## src/rtl/cplx_delay_line_if.sv

```systemverilog
// Sample bus for the complex delay line: input sample, current/delayed outputs, status.
interface cplx_delay_line_if #(
    parameter int unsigned WIDTH = 24
);
    logic             flush;
    logic             in_valid;
    logic [WIDTH-1:0] in_r;
    logic [WIDTH-1:0] in_i;
    logic [WIDTH-1:0] cur_r;
    logic [WIDTH-1:0] cur_i;
    logic [WIDTH-1:0] dly_r;
    logic [WIDTH-1:0] dly_i;
    logic             out_valid;
    logic             primed;

    // Producer side: drives samples and control, observes outputs.
    modport master (
        output flush, in_valid, in_r, in_i,
        input  cur_r, cur_i, dly_r, dly_i, out_valid, primed
    );

    // Delay line side.
    modport slave (
        input  flush, in_valid, in_r, in_i,
        output cur_r, cur_i, dly_r, dly_i, out_valid, primed
    );
endinterface

```

## src/rtl/cplx_delay_line.sv

```systemverilog
// Complex sample delay line: presents each accepted sample alongside the one accepted
// LAG samples earlier, optionally conjugating the delayed sample (with saturation).
module cplx_delay_line #(
    parameter int unsigned WIDTH = 24,
    parameter int unsigned LAG   = 16,
    parameter bit          CONJ  = 1'b0
) (
    input logic             clk,
    input logic             rst,
    cplx_delay_line_if.slave bus
);
    localparam int unsigned PtrW  = (LAG > 1) ? $clog2(LAG) : 1;
    localparam int unsigned FillW = $clog2(LAG + 1);

    localparam logic [PtrW-1:0]  PtrLast  = PtrW'(LAG - 1);
    localparam logic [FillW-1:0] FillFull = FillW'(LAG);
    localparam logic [WIDTH-1:0] SMin     = {1'b1, {(WIDTH-1){1'b0}}};
    localparam logic [WIDTH-1:0] SMax     = {1'b0, {(WIDTH-1){1'b1}}};

    // History RAM, no reset: fill tracks which entries are meaningful.
    logic [WIDTH-1:0] buf_r [LAG];
    logic [WIDTH-1:0] buf_i [LAG];

    logic [PtrW-1:0]  wr_ptr;
    logic [FillW-1:0] fill;
    logic [WIDTH-1:0] cur_r, cur_i, dly_r, dly_i;
    logic             out_valid;

    logic             accept;
    logic [WIDTH-1:0] rd_r, rd_i, rd_i_out;

    // Accept decode and read-before-write of the oldest entry, with optional conjugate.
    always_comb begin
        accept   = bus.in_valid & ~bus.flush & ~rst;
        rd_r     = buf_r[wr_ptr];
        rd_i     = buf_i[wr_ptr];
        rd_i_out = rd_i;
        if (CONJ) begin
            // Negating the most negative value would overflow; clamp to the max.
            rd_i_out = (rd_i == SMin) ? SMax : -rd_i;
        end
    end

    // Write the accepted sample into the slot just read.
    always_ff @(posedge clk) begin
        if (accept) begin
            buf_r[wr_ptr] <= bus.in_r;
            buf_i[wr_ptr] <= bus.in_i;
        end
    end

    // Pointer, fill level and registered outputs; rst beats flush beats in_valid.
    always_ff @(posedge clk) begin
        if (rst) begin
            wr_ptr    <= '0;
            fill      <= '0;
            cur_r     <= '0;
            cur_i     <= '0;
            dly_r     <= '0;
            dly_i     <= '0;
            out_valid <= 1'b0;
        end else if (bus.flush) begin
            wr_ptr    <= '0;
            fill      <= '0;
            out_valid <= 1'b0;
        end else if (bus.in_valid) begin
            cur_r     <= bus.in_r;
            cur_i     <= bus.in_i;
            dly_r     <= rd_r;
            dly_i     <= rd_i_out;
            wr_ptr    <= (wr_ptr == PtrLast) ? '0 : wr_ptr + 1'b1;
            fill      <= (fill == FillFull) ? fill : fill + 1'b1;
            out_valid <= (fill == FillFull);
        end else begin
            out_valid <= 1'b0;
        end
    end

    assign bus.cur_r     = cur_r;
    assign bus.cur_i     = cur_i;
    assign bus.dly_r     = dly_r;
    assign bus.dly_i     = dly_i;
    assign bus.out_valid = out_valid;
    assign bus.primed    = (fill == FillFull);
endmodule

```

## src/flat_wrapper.sv

```systemverilog
// flat-port wrapper written by rule: the top's interface ports become plain ports
module cplx_delay_line_flat 
#(
    parameter int unsigned WIDTH = 24,
    parameter int unsigned LAG   = 16,
    parameter bit          CONJ  = 1'b0
)
  (clk, rst, bus_flush, bus_in_valid, bus_in_r, bus_in_i, bus_cur_r, bus_cur_i, bus_dly_r, bus_dly_i, bus_out_valid, bus_primed);
  cplx_delay_line_if #(.WIDTH(WIDTH)) bus_i ();
  input logic clk;
  input logic rst;
  input wire logic [$bits(bus_i.flush)-1:0] bus_flush;
  input wire logic [$bits(bus_i.in_valid)-1:0] bus_in_valid;
  input wire logic [$bits(bus_i.in_r)-1:0] bus_in_r;
  input wire logic [$bits(bus_i.in_i)-1:0] bus_in_i;
  output wire logic [$bits(bus_i.cur_r)-1:0] bus_cur_r;
  output wire logic [$bits(bus_i.cur_i)-1:0] bus_cur_i;
  output wire logic [$bits(bus_i.dly_r)-1:0] bus_dly_r;
  output wire logic [$bits(bus_i.dly_i)-1:0] bus_dly_i;
  output wire logic [$bits(bus_i.out_valid)-1:0] bus_out_valid;
  output wire logic [$bits(bus_i.primed)-1:0] bus_primed;
  assign bus_i.flush = bus_flush;
  assign bus_i.in_valid = bus_in_valid;
  assign bus_i.in_r = bus_in_r;
  assign bus_i.in_i = bus_in_i;
  assign bus_cur_r = bus_i.cur_r;
  assign bus_cur_i = bus_i.cur_i;
  assign bus_dly_r = bus_i.dly_r;
  assign bus_dly_i = bus_i.dly_i;
  assign bus_out_valid = bus_i.out_valid;
  assign bus_primed = bus_i.primed;
  cplx_delay_line #(.WIDTH(WIDTH), .LAG(LAG), .CONJ(CONJ)) u_core (.clk(clk), .rst(rst), .bus(bus_i));
endmodule
```

## config.mk

```make
export PLATFORM = sky130hd
export DESIGN_NAME = cplx_delay_line_flat
export DESIGN_NICKNAME = d
export VERILOG_FILES = /design/src/rtl/cplx_delay_line_if.sv /design/src/rtl/cplx_delay_line.sv /design/src/flat_wrapper.sv
export SDC_FILE = /design/constraint.sdc
export NUM_CORES = 1
export LEC_CHECK = 0
export BUFFER_PORTS_ARGS = -buffer_cell sky130_fd_sc_hd__buf_4
export CORE_MARGIN = 2
export CORE_UTILIZATION = 48
export DETAILED_ROUTE_END_ITERATION = 16
export GPL_TIMING_DRIVEN = 0
export PLACE_DENSITY_LB_ADDON = 0.15
export SLEW_MARGIN = 20
export SYNTH_ARGS = -nofsm -noshare
export SYNTH_HDL_FRONTEND = slang
export SYNTH_SLANG_ARGS = --single-unit
```

## constraint.sdc

```tcl
create_clock -name clk -period 13.1 [get_ports clk]
set_clock_uncertainty 0.15 [all_clocks]
set_input_delay 3.275 -clock clk [delete_from_list [all_inputs] [get_ports clk]]
set_output_delay 3.275 -clock clk [all_outputs]
set_load 0.02 [all_outputs]
```

==> impl_metrics.yaml, run 1 <==
outcome:
  status: "completed"
place:
  gp_congestion: 0.754
  dp_hpwl_mm: 52.6
  portBuffers: 148
synthesis:
  syn_area_um2: 33000
  ys_ff_latch: 874
  synth_adder_area_share_pct: 0.265
  syn_nets: 1853
  synthDistinctLibCells: 36
  synth_top_area_cell: "edfxtp_1"
  synth_ff_type: "edfxtp_1"
  yosysSeqAreaShare_pct: 76.2
  synth_edf_count: 768
  async_flop_share_pct: 0
  yosys_warnings: 0
  synth_top_family_by_area: "multiplexers"
  synthMuxAreaShare_pct: 12.4
  yosys.area_share.simple_pct: 2.56
  syn_inst: 1794
  synth-xor-area-share_pct: 0.133
  synth_area_leaders: "edfxtp_1, mux4_2, dfxtp_1"
  yosys.area.top_type_share_pct: 69.8
  synth_common_cells: "edfxtp_1, mux2i_1, dfxtp_1"
  synth_compound_area_share_pct: 6.38
  synth.avg_cell_area_um2: 18.4
  synth_most_common_cell: "edfxtp_1"
finish:
  drive_gt1_share_pct: 25.1
  diodes: 0
  fin_nets: 2138
  area_growth_pct: 18.7
setup_path:
  end_kind: "flop"
  r2r_setup_slack_ps: 9640
  critPathSlowestCell: "clkbuf_1"
  worstPathRequired_ps: 13270
  cp-start-kind: "input pin"
  slowest_delay_ps: 800
  crit_chain: "buf_4 -> nor2b_1 -> buf_2 -> clkbuf_1 -> nand3b_1 -> nor3_2 -> buf_4 -> buf_6 -> buf_4 -> buf_4 -> buf_4"
  worstPathArrival_ps: 6740
  crit_top_cell: "buf_4"
  cp_max_fo: 10
  path_class: "input pin to flop"
grt:
  grt_pass1_wl_mm: 117
  grt_max_degree: 22
  globalRouteOverflowTotal: 0
  grt_pass1_vias: 18226
  antenna_found_initial: 3
  track_usage_pct: 22.7
cts:
  clkTransAtPathRegs_ps: 60
  clock_sinks: 874
  cts_hold_buf: 0
  htree_levels: 3
  cts.path.max_buffers: 3
  post_cts_resized: 0
  postCtsSetupRepairBufs: 0
  cts_tree: "done"
  cts-buffers-inserted: 90
  clk-insertion-delay-late_ps: 640
  clockRootBuffer: "clkbuf_16"
timing:
  relSlewSlack_pct: 19.6
  fin_tns_setup_ps: 0
  final.min_clock_period_ps: 6570
  worstMarginPinSlew_ps: 1210
  rsz0062_at_grt: "no"
  timing.final.crit_share_pct: 50.2
  fmaxAchievable_ghz: 0.152
  setup_viol: 0
  hold_viol: 0
  finalMaxSlewViolations: 0
  hold_ws_ps: 304
drt:
  routed-wl-met2_mm: 40.4
  routed_wl_mm: 79.7
  routed.top_layer: "met4"
  vias_per_cell: 5.81
  met3_wirelength_mm: 4.11
  wl_per_cell_um: 26.2
  dr.pass1.iters: 5
  ant_nets: 0
  drc: 0
  drt-initial-drc-count: 1374
  num_vias: 17624
  wl_met1_mm: 33.1
pwr:
  power_density_nw_per_um2: 149
  power.leakage_nw: 12.4
  peakVddDrop_mv: 0.105
flow_run:
  maxCapViolCount: 0
hold_path:
  min_path_type: "flop to flop"
floorplan:
  io_pins: 150
  core_region_area_um2: 68300
  rows: 96
  start_util_pct: 48.3
  die-area_um2: 71000
  die_w_um: 266
  die_h_um: 266
cell families (layout without fill, tap and decap cells):
kind of cell / after synthesis / count (layout)
and+or+nand+nor: 204 / 204
adders and majority gates: 7 / 7
DFF: 874 / 874
muxes: 289 / 289
buffers and inverters: 123 / 483
AOI/OAI and AO/OA: 292 / 292
xor gates and xnor gates: 5 / 5
critical path, delay by kind of cell:
family	cells	cell delay, ps
buffers and inverters	8	2420
AND/OR/NAND/NOR	3	990
per-layer routing:
layer	global-route usage [%]	up-vias
li1	-	7774
met1	30.3	9201
met2	38.6	515
met3	3.68	134
met4	6.71	0
met5	0	-
cell type report:
cell class / instances / area, µm²
buffer: 118 / 666
timing repair buffer: 193 / 1980
inverter: 5 / 18.8
clock inverter: 37 / 365
fill: 5156 / 29100
clock buffer: 130 / 2630
sequential: 874 / 25200
multi-input combinational: 797 / 7290
tap: 882 / 1100
sequential cells by signal, summed over array words and instances (netlist names):
register and flops:
u_core.buf_i 384, u_core.buf_r 384, u_core.bus.cur_i 24, u_core.bus.cur_r 24, u_core.bus.dly_i 24, u_core.bus.dly_r 24, u_core.fill 5, u_core.wr_ptr 4
u_core.bus.out_valid 1
per-stage QoR:
stage / power [mW] / worst slack [ps] / area (µm²) / util (%) / cells
2_1_floorplan: 3.23 / 5160 / 33000 / - / 1794
3_3_place_gp: 3.34 / 422 / 35300 / 51.6 / 2824
3_5_place_dp: 3.35 / 5890 / 36200 / 53.0 / 2869
4_1_cts: 5.90 / 6540 / 39200 / 57.4 / 3036
5_1_grt: 6.02 / 6390 / 39200 / 57.4 / 3036
6_report: 5.85 / 6530 / 39200 / 57.4 / 3036
worst paths after layout:
kind                                                  startpoint                               end  cells past startpoint
worst min register to register  u_core.bus.cur_r[5]$_SDFFE_PP0P_  u_core.bus.cur_r[5]$_SDFFE_PP0P_                      2
worst max register to register     u_core.wr_ptr[3]$_SDFFE_PP0P_    u_core.buf_i[10][19]$_DFFE_PP_                      7
worst min-delay path            u_core.bus.cur_r[5]$_SDFFE_PP0P_  u_core.bus.cur_r[5]$_SDFFE_PP0P_                      2
worst max-delay path                                bus_in_valid     u_core.buf_i[0][19]$_DFFE_PP_                     11
placed cells by master (no fill, tap or decap), types with 4 or more instances in the layout:
| cell type | instances |
|---|---|
| o21ai_0 | 5 |
| mux4_2 | 96 |
| bufinv_16 | 7 |
| xor2_1 | 4 |
| a221oi_1 | 48 |
| a211oi_1 | 30 |
| buf_6 | 16 |
| o221ai_1 | 36 |
| nand2b_1 | 6 |
| o21ai_1 | 44 |
| nand3_1 | 5 |
| buf_12 | 16 |
| a21oi_1 | 99 |
| nor2_1 | 56 |
| buf_2 | 35 |
| buf_16 | 16 |
| ha_1 | 7 |
| clkbuf_1 | 68 |
| clkinv_1 | 12 |
| nand3b_1 | 4 |
| nor2_4 | 14 |
| a211oi_2 | 18 |
| clkbuf_16 | 95 |
| mux2i_1 | 193 |
| o221ai_2 | 12 |
| clkinv_2 | 12 |
| edfxtp_1 | 768 |
| nand2_1 | 105 |
| buf_4 | 178 |
| clkbuf_8 | 12 |
| dfxtp_1 | 106 |
power by group:
group,switching [mW],total (mW),internal [mW]
logic,0.148,0.229,0.0805
registers,0.0120,3.06,3.05
clock network,1.03,2.56,1.53
(Power assumes the default switching activity.)
==> inputs of run 2 (changes only) <==
--- a/config.mk
+++ b/config.mk
@@ -5,6 +5,7 @@
 export SDC_FILE = /design/constraint.sdc
 export NUM_CORES = 1
 export LEC_CHECK = 0
+export ABC_AREA = 1
 export BUFFER_PORTS_ARGS = -buffer_cell sky130_fd_sc_hd__buf_4
 export CORE_MARGIN = 2
 export CORE_UTILIZATION = 48
==> constraint.sdc (replaced) <==
create_clock -name clk -period 5.5 [get_ports clk]
set_clock_uncertainty 0.15 [all_clocks]
set_input_delay 1.375 -clock clk [delete_from_list [all_inputs] [get_ports clk]]
set_output_delay 1.375 -clock clk [all_outputs]
set_load 0.02 [all_outputs]
==> impl_metrics.yaml, run 2 <==
finish:
  top_regs: "u_core.buf_i x384, u_core.buf_r x384"
  final_common_cell: "nand2_1"
  drive_gt1_share_pct: 14.2
  fillers: 6230
  stdcell_area_um2: 42600
  area_growth_pct: 18.0
  final_cell_mix: "nand2_1, edfxtp_1, inv_1"
  fin_nets: 3852
cts:
  clockRootBuffer: "clkbuf_16"
  htree_levels: 3
  clk-insertion-delay-late_ps: 660
  cts-buffers-inserted: 91
  post_cts_resized: 0
  clock_sinks: 874
  clkTransAtPathRegs_ps: 60
  cts.path.max_buffers: 3
  cts_tree: "done"
  cts_hold_buf: 0
  postCtsSetupRepairBufs: 0
place:
  gp_congestion: 0.818
  place_area_um2: 39600
  dp_hpwl_mm: 73.4
  portBuffers: 149
  pre_cts_ws_ps: 138
timing:
  final.setup.worst_slack_ps: 705
  final.min_clock_period_ps: 4800
  fmaxAchievable_ghz: 0.209
  finalMaxSlewViolations: 0
  hold_viol: 0
  setup_viol: 0
  rsz0062_at_grt: "no"
  relSlewSlack_pct: 19.0
  worstMarginPinSlew_ps: 1210
  hold_ws_ps: 348
  timing.final.crit_share_pct: 87.2
drt:
  vias_per_cell: 5.27
  dr.pass1.iters: 6
  routed_wl_mm: 108
  drc: 0
  wl_per_cell_um: 22.3
  num_vias: 25505
  ant_nets: 0
  drt-initial-drc-count: 2855
synthesis:
  synth_edf_count: 768
  yosys.area.top_type_share_pct: 63.9
  synth_most_common_cell: "nand2_1"
  synth_common_cells: "nand2_1, edfxtp_1, inv_1"
  synth_ff_type: "edfxtp_1"
  synthDistinctLibCells: 27
  syn_area_um2: 36100
  yosys_warnings: 0
  synth_area_leaders: "edfxtp_1, nand2_1, dfxtp_1"
  ys_ff_latch: 874
  synth_top_area_cell: "edfxtp_1"
  syn_inst: 3442
  async_flop_share_pct: 0
  synth.avg_cell_area_um2: 10.5
  yosysSeqAreaShare_pct: 69.8
  syn_nets: 3501
floorplan:
  die_w_um: 278
  core_region_area_um2: 74400
  die_h_um: 278
  die-area_um2: 77400
  rows: 100
  io_pins: 150
  start_util_pct: 48.5
setup_path:
  end_kind: "flop"
  reg2reg_to: "u_core.buf_i[5][14]$_DFFE_PP_"
  path_class: "input pin to flop"
  cp_max_fo: 9
  worstPathRequired_ps: 5700
  cp-start-kind: "input pin"
  r2r_setup_slack_ps: 1570
  worstPathArrival_ps: 4990
  r2r-start: "u_core.wr_ptr[1]$_SDFFE_PP0P_"
  worstRegToRegCells: 11
grt:
  grt_max_degree: 20
  antenna_found_initial: 4
  track_usage_pct: 27.7
  grt_pass1_vias: 23763
  globalRouteOverflowTotal: 0
  grt_pass1_wl_mm: 156
pwr:
  peakVddDrop_mv: 0.269
  pwr-share-seq_pct: 51.0
  swShare_pct: 22.5
  power.leakage_nw: 17.8
  clockPowerShare_pct: 43.0
  p_int_mw: 11.1
  finalPower_mw: 14.3
  power_frac_comb_pct: 6.0
  power_density_nw_per_um2: 336
  switching_power_mw: 3.23
outcome:
  status: "completed"
hold_path:
  hold-path-endpoint: "u_core.fill[1]$_SDFFE_PP0P_"
  worstHoldStart: "u_core.fill[1]$_SDFFE_PP0P_"
  min_path_type: "flop to flop"
  hold_depth: 2
flow_run:
  maxCapViolCount: 0
## run 2: cell types whose count changed after synthesis, sizes merged, moves of 62 or more
cell,before,now
nor2,70,351
nand2,105,968
inv,5,454
a21oi,99,3
nand3,5,386
mux4,96,0
o21ai,49,198
mux2i,193,0
buf,71,133
## run 2: logic make-up after synthesis
family | count (synthesis) | share of synthesized area [%]
flops | 874 | 69.8
compound gates | 203 | 2.83
simple gates | 1724 | 19.4
buf+inv | 633 | 7.75
xor+xnor | 1 | 0.0243
fa+ha+maj | 7 | 0.243
## run 2: layer usage
layer,vias to the layer above,routed length [µm],GRT usage [%]
met1,12254,46100,38.9
met2,1142,48800,43.2
li1,11927,-,-
met3,176,9540,5.41
met5,-,102,0.750
met4,6,3210,9.83
## run 2: how the worst max path moves through the flow
| stage | from | end | slack (ps) | cells past startpoint |
|---|---|---|---|---|
| finish | bus_flush | u_core.buf_i[14][3]$_DFFE_PP_ | 700 | 9 |
| global route | bus_flush | u_core.buf_i[5][14]$_DFFE_PP_ | 650 | 10 |
| CTS | bus_flush | u_core.buf_i[5][14]$_DFFE_PP_ | 820 | 10 |
| detailed placement | bus_flush | u_core.buf_i[5][18]$_DFFE_PP_ | 140 | 10 |
| global placement | bus_flush | u_core.buf_i[6][18]$_DFFE_PP_ | -6370 | 6 |
| floorplan | bus_flush | u_core.buf_i[1][0]$_DFFE_PP_ | -530 | 5 |
## run 2: area by class of cell
| cell class | instances | area [µm²] | area share [%] |
|---|---|---|---|
| Clock inverter | 45 | 425 | 0.999 |
| Sequential cell | 874 | 25200 | 59.1 |
| Multi-Input combinational cell | 1935 | 8200 | 19.3 |
| Buffer | 178 | 1090 | 2.56 |
| Timing Repair Buffer | 258 | 2220 | 5.20 |
| Antenna cell | 5 | 12.5 | 0.0294 |
| Clock buffer | 122 | 2530 | 5.94 |
| Inverter | 455 | 1710 | 4.01 |
| Tap cell | 969 | 1210 | 2.85 |
## run 2: worst max-delay path: stages
cell      delay, ps
buf_4           140
nor2_1          660
inv_1           470
nor2_1          270
clkinv_1        480
nor3_2          870
buf_6           260
buf_4           230
buf_4           220
## run 2: through the flow
stage | utilization (%) | cells | setup TNS (ps)
finish | 57.2 | 4841 | 0
global route | 57.2 | 4837 | 0
CTS | 57.2 | 4836 | 0
detailed placement | 53.2 | 4669 | 0
global placement | 51.6 | 4560 | -3832680
floorplan | - | 3442 | -248560
## run 2: power groups by stage
stage / combinational [mW] / sequential, mW / clock, mW
6_report: 0.856 / 7.30 / 6.15
3_5_place_dp: 0.849 / 7.44 / 0
2_1_floorplan: 0.372 / 7.50 / 0
3_3_place_gp: 0.832 / 7.44 / 0
4_1_cts: 0.852 / 7.30 / 6.19
5_1_grt: 0.928 / 7.30 / 6.46
